File: config.mk
export PLATFORM = sky130hd
export DESIGN_NAME = cache_controller
export DESIGN_NICKNAME = d
export VERILOG_FILES = /design/src/rtl/cache_controller.sv
export SDC_FILE = /design/constraint.sdc
export NUM_CORES = 1
export LEC_CHECK = 0
export ABC_AREA = 1
export BUFFER_PORTS_ARGS = -buffer_cell sky130_fd_sc_hd__buf_2
export CORE_AREA = 8 8 45 47
export DETAILED_ROUTE_END_ITERATION = 8
export DIE_AREA = 0 0 53 55
export GPL_ROUTABILITY_DRIVEN = 0
export PLACE_DENSITY_LB_ADDON = 0.25
export SLEW_MARGIN = 20
export SYNTH_ARGS = -nofsm -noshare
export SYNTH_HDL_FRONTEND = slang
export SYNTH_SLANG_ARGS = --single-unit
File: constraint.sdc
create_clock -name clk -period 1.6 [get_ports clk]
set_input_delay 0.4 -clock clk [delete_from_list [all_inputs] [get_ports clk]]
set_output_delay 0.4 -clock clk [all_outputs]
set_load 0.1 [all_outputs]
File: src/rtl/cache_controller.sv
// cache_controller: control FSM for a set-associative cache datapath.
// Sequences tag check, LRU update, write-hit merge, dirty writeback and
// line fill. It holds no line data; it only drives strobes and handshakes.
//
// Optional build macro: CACHE_PERF_CNT_EN adds hit_count/miss_count.
//
// Handshake semantics (both sides): a request (upstream_read/write,
// downstream_read/write) is a level held by its owner until the matching
// resp pulse is sampled high on a rising edge; resp is a single-cycle
// pulse that completes exactly one request and is ignored when no request
// is outstanding.
//
// fsm_state is a debug view of the state register
// (IDLE=0, LOOKUP=1, CHECK=2, WB=3, FILL=4, REFILL=5).
module cache_controller #(
  parameter int s_way  = 2,
  parameter int s_perf = 32
) (
  input  logic              clk,
  input  logic              rst,
  input  logic              upstream_read,
  input  logic              upstream_write,
  output logic              upstream_resp,
  output logic              downstream_read,
  output logic              downstream_write,
  input  logic              downstream_resp,
  input  logic              hit,
  input  logic              valid,
  input  logic              dirty,
  output logic              cache_read,
  output logic              cache_load_en,
  output logic              downstream_address_sel,
  output logic              ld_wb,
  output logic              ld_LRU,
  output logic              new_dirty,
`ifdef CACHE_PERF_CNT_EN
  output logic [s_perf-1:0] hit_count,
  output logic [s_perf-1:0] miss_count,
`endif
  output logic [2:0]        fsm_state
);

  // The FSM is associativity-agnostic; the parameters are only range-checked.
  if (s_way < 0 || s_way > 16 || s_perf < 1) begin : g_bad_param
    $error("cache_controller: parameter out of range");
  end

  typedef enum logic [2:0] {
    S_IDLE   = 3'd0,
    S_LOOKUP = 3'd1,
    S_CHECK  = 3'd2,
    S_WB     = 3'd3,
    S_FILL   = 3'd4,
    S_REFILL = 3'd5
  } state_t;

  state_t state, state_next;

  assign fsm_state = state;

  // State register; reset drops any outstanding downstream request at once.
  always_ff @(posedge clk or posedge rst) begin
    if (rst) begin
      state <= S_IDLE;
    end else begin
      state <= state_next;
    end
  end

  // Next-state and output decode; a write wins when both requests are high.
  always_comb begin
    state_next             = state;
    upstream_resp          = 1'b0;
    downstream_read        = 1'b0;
    downstream_write       = 1'b0;
    cache_read             = 1'b0;
    cache_load_en          = 1'b0;
    downstream_address_sel = 1'b0;
    ld_wb                  = 1'b0;
    ld_LRU                 = 1'b0;
    new_dirty              = 1'b0;
    unique case (state)
      S_IDLE: begin
        if (upstream_read || upstream_write) begin
          state_next = S_LOOKUP;
        end
      end
      S_LOOKUP: begin
        cache_read = 1'b1;
        state_next = S_CHECK;
      end
      S_CHECK: begin
        cache_read = 1'b1;
        if (hit) begin
          ld_LRU        = 1'b1;
          upstream_resp = 1'b1;
          if (upstream_write) begin
            cache_load_en = 1'b1;
            new_dirty     = 1'b1;
          end
          state_next = S_IDLE;
        end else if (valid && dirty) begin
          ld_wb      = 1'b1;
          state_next = S_WB;
        end else begin
          state_next = S_FILL;
        end
      end
      S_WB: begin
        downstream_write       = 1'b1;
        downstream_address_sel = 1'b1;
        if (downstream_resp) begin
          state_next = S_FILL;
        end
      end
      S_FILL: begin
        downstream_read = 1'b1;
        if (downstream_resp) begin
          cache_load_en = 1'b1;
          new_dirty     = 1'b0;
          state_next    = S_REFILL;
        end
      end
      S_REFILL: begin
        cache_read = 1'b1;
        state_next = S_CHECK;
      end
      default: begin
        state_next = S_IDLE;
      end
    endcase
  end

`ifdef CACHE_PERF_CNT_EN
  logic from_lookup;

  // Remember whether CHECK was entered from LOOKUP so REFILL hits are not counted.
  always_ff @(posedge clk or posedge rst) begin
    if (rst) begin
      from_lookup <= 1'b0;
    end else begin
      from_lookup <= (state == S_LOOKUP);
    end
  end

  // Hit/miss counters, wrapping naturally at 2^s_perf.
  always_ff @(posedge clk or posedge rst) begin
    if (rst) begin
      hit_count  <= '0;
      miss_count <= '0;
    end else if (state == S_CHECK) begin
      if (hit && from_lookup) begin
        hit_count <= hit_count + 1'b1;
      end
      if (!hit) begin
        miss_count <= miss_count + 1'b1;
      end
    end
  end
`endif

endmodule

==> flow_summary.ini, run 1 <==
[run]
drv_cap = 0

[min_path]
min_path_type = input pin to asynchronous set/reset pin

[sta]
hold_viol_final = 0
clock.fmax_ghz = 0.560
slew_headroom_pct = 67.7
final.min_clock_period_ps = 1790
setup_viol = 9
tightest_slew_ps = 487
whs_ps = 23.6
worst_slack_ps = -186
rsz0062_at_grt = yes
setup_tns_ps = -1230
skew_ps = 1.70
period_share_pct = 112
slew_violations = 0

[die]
fp.dieW_um = 53
io_pins = 20
core-area_um2 = 1380
die_y_um = 55
dieArea_um2 = 2920
rows = 14
initial_core_util_pct = 18.5

[clock_network]
path_clk_slew_ps = 40
cts_root_buf = clkbuf_4
numCtsBuffers = 3
cts_buffer_depth = 2
postCtsHoldBufs = 0
cts_tree = done
clkLatencyLatePin_ps = 230
cts.sinks = 3
cts_max_level = 1

[yosys]
synth_cell_types = 10
yosysTopAreaCellShare_pct = 29.3
ys_seq_area_share_pct = 29.3
netlist_top_cells_area = dfrtp_1 (29%), inv_1 (18%), nand2_1 (15%)
syn_avg_cell_area_um2 = 5.97
yosysWarnings = 0
syn-num-nets = 51
ys_ff_latch = 3
netlist_instances = 43
yosysTopAreaCell = dfrtp_1
syn_area_um2 = 256

[setup_path]
start_kind = register
worstPathArrival_ps = 1390
cp_max_fo = 4
criticalPathCategory = register to output port
end_kind = output port
required_ps = 1200
reg2reg_depth = 8

[layout]
area_delta_synth_final_pct = 172
drive_gt1_share_pct = 67.6
diodes = 0
largest_reg_flops = 3
layout_commonest_cell = buf_12
layout_common_cells = buf_12 (11), buf_4 (10), nand2_1 (8), buf_2 (8), inv_1 (7)
layout.cells.non_filler = 90
nFillCells = 136
finalNetCount = 83

[grt]
grt-ovfl-total = 0
grt_antenna_before_repair = 0
grt_pass1_wl_um = 1550
grt_usage_pct = 7.01
grt_start_max_net_pins = 7
grt_pass1_vias = 371

[route]
drc_errors = 0
routedWlPerCell_um = 10.8
routed-via-count = 369
drt-total-wl_um = 972
first_pass_iters = 4
vias_per_cell = 4.10
drt_iter0_drc = 4
ant_nets = 0

[run_status]
status = complete, but fails checks
violations = setup timing

[placement]
hpwl_um = 739
preCtsSetupSlack_ps = 16.5
dp.cells = 78
port_buffers = 19
synthesized netlist by cell type (all sizes together):
library cell and instances:
nand2 13, inv 12, nor2 6, nand3 5
dfrtp 3, buf 2, nand4 1, o22ai 1
critical path, stage by stage (launching register included):
cell     delay, ps
dfrtp_4        480
inv_2           70
nand2_2         60
nor2_4         120
inv_4           70
nor2_4         160
buf_12         190
per-stage QoR:
step,cell area (um2),utilization [%]
floorplan,330,-
global placement,586,42.3
detailed placement,586,42.3
CTS,657,47.5
global route,697,50.4
finish,697,50.4
kinds of logic (layout without fill, tap and decap cells):
family / after synthesis / in the layout / share of synthesized area, %
AND/OR/NAND/NOR: 25 / 25 / 44.9
flip-flops: 3 / 3 / 29.3
AO/OA/AOI/OAI: 1 / 1 / 2.44
buffers and inverters: 14 / 45 / 23.4
final timing paths:
kind	startpoint	end	slack [ps]
max reg2reg	fsm_state[2]$_DFFE_PP0P_	fsm_state[2]$_DFFE_PP0P_	240
min reg2reg	fsm_state[0]$_DFFE_PP0P_	fsm_state[1]$_DFFE_PP0P_	680
min	rst	fsm_state[2]$_DFFE_PP0P_	20
min in group clk	downstream_resp	fsm_state[0]$_DFFE_PP0P_	530
max	fsm_state[2]$_DFFE_PP0P_	ld_LRU	-190
max in group asynchronous	rst	fsm_state[1]$_DFFE_PP0P_	1430
cell type report:
| cell class | instances | area, um2 | area share, % |
|---|---|---|---|
| multi-input cells | 26 | 170 | 24.4 |
| inverters | 12 | 58.8 | 8.44 |
| well taps | 16 | 20.0 | 2.87 |
| repair buffers | 29 | 335 | 48.1 |
| flip-flops and latches | 3 | 86.3 | 12.4 |
| clock buffers | 4 | 26.3 | 3.77 |
what timing repair did:
item                       CTS  global route
pin swaps                    2             3
gates resized for setup      4             2
setup endpoints to repair    9             9
buffers inserted             4             4
routing by layer:
metal  routed length (um)  vias to the layer above  global-route usage (%)
li1                     -                      187                       -
met1                  297                      170                    6.42
met2                  551                       12                    12.7
met3                  123                        0                    2.41
met4                    0                        0                    5.17
met5                    0                        -                       0
Power of run 1 is left out: the tool's default activity adds up to more than one toggle a clock period on the data nets, which glitch-free logic cannot reach.
==> run 2: changes to the inputs <==
BUFFER_PORTS_ARGS = default   (was -buffer_cell sky130_fd_sc_hd__buf_2)
CAP_MARGIN = 20   (was default)
DONT_BUFFER_PORTS = 1   (was default)
PLACE_DENSITY = 0.41   (was default)
PLACE_DENSITY_LB_ADDON = default   (was 0.25)
==> run 2 against run 1 <==
The flow still finishes with violations (setup timing). Die area unchanged. Setup slack improved by 22 ps. Wire length decreased by 4.4%. Cell count down 8.9%. Hold slack better by 420 ps. Maximum frequency is 1.2% higher. Clock skew fell by 0.95 ps. Critical path depth unchanged. Register-to-register slack improved by 90 ps. Non-clock buffer count down 8. Final area fell by 9.0%.
==> flow_summary.ini, run 2 (synthesis gave the netlist of run 1 again) <==
[run_status]
violations = setup timing
status = complete, but fails checks

[grt]
grt-ovfl-total = 0
grt_start_max_net_pins = 7
grt_usage_pct = 6.51
grt_antenna_before_repair = 0
grt_pass1_vias = 359
grt_pass1_wl_um = 1390

[die]
rows = 14
die_y_um = 55
io_pins = 20
initial_core_util_pct = 18.5
dieArea_um2 = 2920
fp.dieW_um = 53
core-area_um2 = 1380

[route]
first_pass_iters = 4
drt-total-wl_um = 929
drc_errors = 0
routedWlPerCell_um = 11.3
ant_nets = 0
drt_iter0_drc = 7
routed-via-count = 339
vias_per_cell = 4.13

[sta]
whs_ps = 445
hold_viol_final = 0
skew_ps = 0.746
tightest_slew_ps = 280
slew_headroom_pct = 81.5
rsz0062_at_grt = yes
slew_violations = 0
clock.fmax_ghz = 0.567
setup_tns_ps = -1090
worst_slack_ps = -164
period_share_pct = 110
setup_viol = 9
final.min_clock_period_ps = 1760

[clock_network]
numCtsBuffers = 3
cts_buffer_depth = 2
cts.sinks = 3
cts_root_buf = clkbuf_4
cts_max_level = 1
cts_tree = done
path_clk_slew_ps = 40
clkLatencyLatePin_ps = 230

[layout]
layout_commonest_cell = buf_4
finalNetCount = 75
diodes = 0
area_delta_synth_final_pct = 147
largest_reg_flops = 3
drive_gt1_share_pct = 63.6
layout_common_cells = buf_4 (13), nand2_1 (8), inv_1 (7), buf_12 (7)
nFillCells = 140
layout.cells.non_filler = 82

[setup_path]
worstPathArrival_ps = 1360
start_kind = register
cp_max_fo = 4
cp-startpoint = fsm_state[2]$_DFFE_PP0P_
criticalPathCategory = register to output port
end_kind = output port
r2r_start = fsm_state[2]$_DFFE_PP0P_
required_ps = 1200

[min_path]
min_from = downstream_resp
min_path_type = input pin to register

[placement]
dp.cells = 71
port_buffers = 0
hpwl_um = 653
preCtsSetupSlack_ps = 34.8

[run]
drv_cap = 0
run 2: cell count changes in the layout (fill, tap and decap cells not counted):
| cell | change |
|---|---|
| inv_2 | -1 |
| buf_2 | -8 |
| dlygate4sd3_1 | +1 |
| buf_4 | +3 |
| nand2_4 | +2 |
| nand2_2 | -2 |
| inv_4 | +1 |
| buf_12 | -4 |
| nand3_4 | +1 |
| nand3_1 | -1 |
run 2: final timing paths:
path	endpoint	slack (ps)	depth (start not counted)
max	upstream_resp	-160	6
min	fsm_state[0]$_DFFE_PP0P_	440	3
max reg2reg	fsm_state[0]$_DFFE_PP0P_	330	9
min reg2reg	fsm_state[1]$_DFFE_PP0P_	680	2
max in group asynchronous	fsm_state[0]$_DFFE_PP0P_	980	2
min in group asynchronous	fsm_state[2]$_DFFE_PP0P_	470	2
run 2: through the flow:
stage	instance area [um2]	util, %
after detailed placement	503	36.3
after floorplan	330	-
final	634	45.8
after CTS	577	41.7
after global routing	634	45.8
after global placement	503	36.3
run 2: final cells by class:
class	instances	area, um2	share of cell area (%)
timing repair buffer	21	248	39.1
multi-input combinational	26	193	30.4
sequential	3	86.3	13.6
inverter	12	61.3	9.66
clock buffer	4	26.3	4.14
tap	16	20.0	3.16
run 2: timing repair:
item | in CTS | in global routing
setup endpoints to repair | 9 | 9
setup buffers | 3 | 3
pin swaps | 2 | 1
hold endpoints to repair | 3 | 0
hold buffers | 1 | 0
gates resized for setup | 4 | 7
run 2: layer usage:
| layer | global-route usage (%) | share of wire (%) | vias to the layer above | routed length, um |
|---|---|---|---|---|
| li1 | - | - | 170 | - |
| met1 | 6.56 | 31 | 157 | 292 |
| met2 | 10.5 | 59 | 12 | 548 |
| met3 | 1.87 | 9.4 | 0 | 87 |
| met4 | 6.47 | 0 | 0 | 0 |
| met5 | 0 | 0 | - | 0 |
run 2: critical path: stages (launching register included):
cell and delay (ps):
dfrtp_4 480, inv_4 80, nand2_4 50, nor2_4 110, inv_4 70, nor2_4 100
buf_12 250
Power of run 2 is left out for the same reason.
==> run 3: changes to the inputs <==
--- a/config.mk
+++ b/config.mk
@@ -7,5 +7,5 @@
 export LEC_CHECK = 0
 export ABC_AREA = 1
-export CAP_MARGIN = 20
+export CAP_MARGIN = 10
 export CORE_AREA = 8 8 45 47
 export DETAILED_ROUTE_END_ITERATION = 8
==> constraint.sdc (replaced) <==
create_clock -name clk -period 1.6 [get_ports clk]
set_input_delay 0.4 -clock clk [delete_from_list [all_inputs] [get_ports clk]]
set_output_delay 0.4 -clock clk [all_outputs]
set_load 0.05 [all_outputs]
==> run 3 against run 2 <==
The flow still finishes with violations (setup timing). Utilization is 4.8 points lower. Non-clock buffer count fell by 4. Setup slack better by 140 ps. Register-to-register slack improved by 80 ps. Via count is 3.2% lower. Largest cell class unchanged. Cell count is 4.9% lower. Critical path depth is 2 lower. First-iteration DRC count is 71% lower. Hold slack improved by 5.1 ps. Final area fell by 10%.
==> flow_summary.ini, run 3 (synthesis gave the netlist of run 1 again) <==
[grt]
grt_antenna_before_repair = 0
grt_usage_pct = 6.19
grt_pass1_vias = 324
grt_start_max_net_pins = 6
grt-ovfl-total = 0
grt_pass1_wl_um = 1310

[power_and_ir_drop]
powerDensity_nw_per_um2 = 2340
combPwrFrac_pct = 76.9
p_leak_uw = 0.000289
p_int_uw = 619
p_sw_uw = 713
swShare_pct = 53.5
peakVddDrop_v = 0.000797
p_total_uw = 1330
power_frac_clock_pct = 9.8
power_frac_seq_pct = 13.3

[clock_network]
cts_root_buf = clkbuf_4
numCtsBuffers = 3
cts_buffer_depth = 2
path_clk_slew_ps = 40
cts.sinks = 3
clkLatencyLatePin_ps = 230
cts_max_level = 1
cts_tree = done

[sta]
clock.fmax_ghz = 0.615
tightest_slew_ps = 163
worst_slack_ps = -24.8
hold_viol_final = 0
period_share_pct = 102
skew_ps = 1.93
setup_viol = 4
final.min_clock_period_ps = 1620
setup_tns_ps = -77.6
rsz0062_at_grt = yes
slew_headroom_pct = 89.1
slew_violations = 0

[layout]
finalNetCount = 71
area_delta_synth_final_pct = 121
layout_common_cells = inv_1 (8), nand2_1 (8), buf_4 (8)
largest_reg_flops = 3
nFillCells = 138
drive_gt1_share_pct = 59.7
diodes = 0
fin_util_pct = 41.0

[setup_path]
criticalPathCategory = register to output port
start_kind = register
end_kind = output port
required_ps = 1200
cp_max_fo = 5
worstPathArrival_ps = 1220

[route]
routed-via-count = 328
vias_per_cell = 4.21
routedWlPerCell_um = 10.5
drt-total-wl_um = 819
drt_iter0_drc = 2
ant_nets = 0
drc_errors = 0
first_pass_iters = 2

[die]
rows = 14
fp.dieW_um = 53
dieArea_um2 = 2920
die_y_um = 55
initial_core_util_pct = 18.5
io_pins = 20
core-area_um2 = 1380

[run]
drv_cap = 0

[min_path]
min_path_type = input pin to register

[run_status]
violations = setup timing
status = complete, but fails checks

[placement]
hpwl_um = 652
port_buffers = 0
## run 3: final timing paths
| check | cells after the start | startpoint | slack [ps] | to |
|---|---|---|---|---|
| setup / recovery | 4 | fsm_state[1]$_DFFE_PP0P_ | -20 | cache_load_en |
| hold / removal | 4 | upstream_read | 450 | fsm_state[2]$_DFFE_PP0P_ |
| setup reg to reg | 8 | fsm_state[2]$_DFFE_PP0P_ | 410 | fsm_state[2]$_DFFE_PP0P_ |
| hold reg to reg | 3 | fsm_state[1]$_DFFE_PP0P_ | 690 | fsm_state[1]$_DFFE_PP0P_ |
| max in group asynchronous | 2 | rst | 980 | fsm_state[1]$_DFFE_PP0P_ |
| min in group asynchronous | 2 | rst | 470 | fsm_state[2]$_DFFE_PP0P_ |
## run 3: per-stage QoR
stage	worst slack (ps)	cells	cell area (um2)	hold slack, ps
after floorplan	-205	43	288	154
after detailed placement	127	67	448	167
after global routing	-86.6	78	568	464
after global placement	145	67	448	166
final	-24.8	78	568	450
after CTS	-43.8	76	551	411
## run 3: per-layer routing
metal / up-vias / part of all wire [%] / GRT usage, %
met5: - / 0 / 0
met1: 148 / 32 / 5.65
met3: 0 / 16 / 4.28
met4: 0 / 0 / 3.02
li1: 164 / - / -
met2: 16 / 51 / 10.4
## run 3: final cells by class
type / instances / area [um2] / area share [%]
repair buffers: 17 / 221 / 39.0
multi-input cells: 26 / 170 / 30.0
flip-flops and latches: 3 / 78.8 / 13.9
inverters: 12 / 51.3 / 9.03
clock buffers: 4 / 26.3 / 4.63
well taps: 16 / 20.0 / 3.52
## run 3: timing repair
action,4_1_cts,5_1_grt
setup buffers,4,2
hold endpoints to repair,3,0
gates resized for setup,9,1
pin swaps,3,1
hold buffers,1,0
endpoints found under the setup margin,8,8
## run 3: power groups by stage
stage	logic, uW	clock network, uW	registers, uW
finish	1020	130	177
global route	1080	148	181
CTS	1010	140	177
detailed placement	882	0	161
global placement	880	0	160
floorplan	464	0	277
## run 3: worst max-delay path, cell delays in order, from the launching register on
cell and delay (ps):
dfrtp_2 440, nor2_4 150, nand2_4 80, o22ai_4 170
buf_12 160
(Power assumes the default switching activity.)
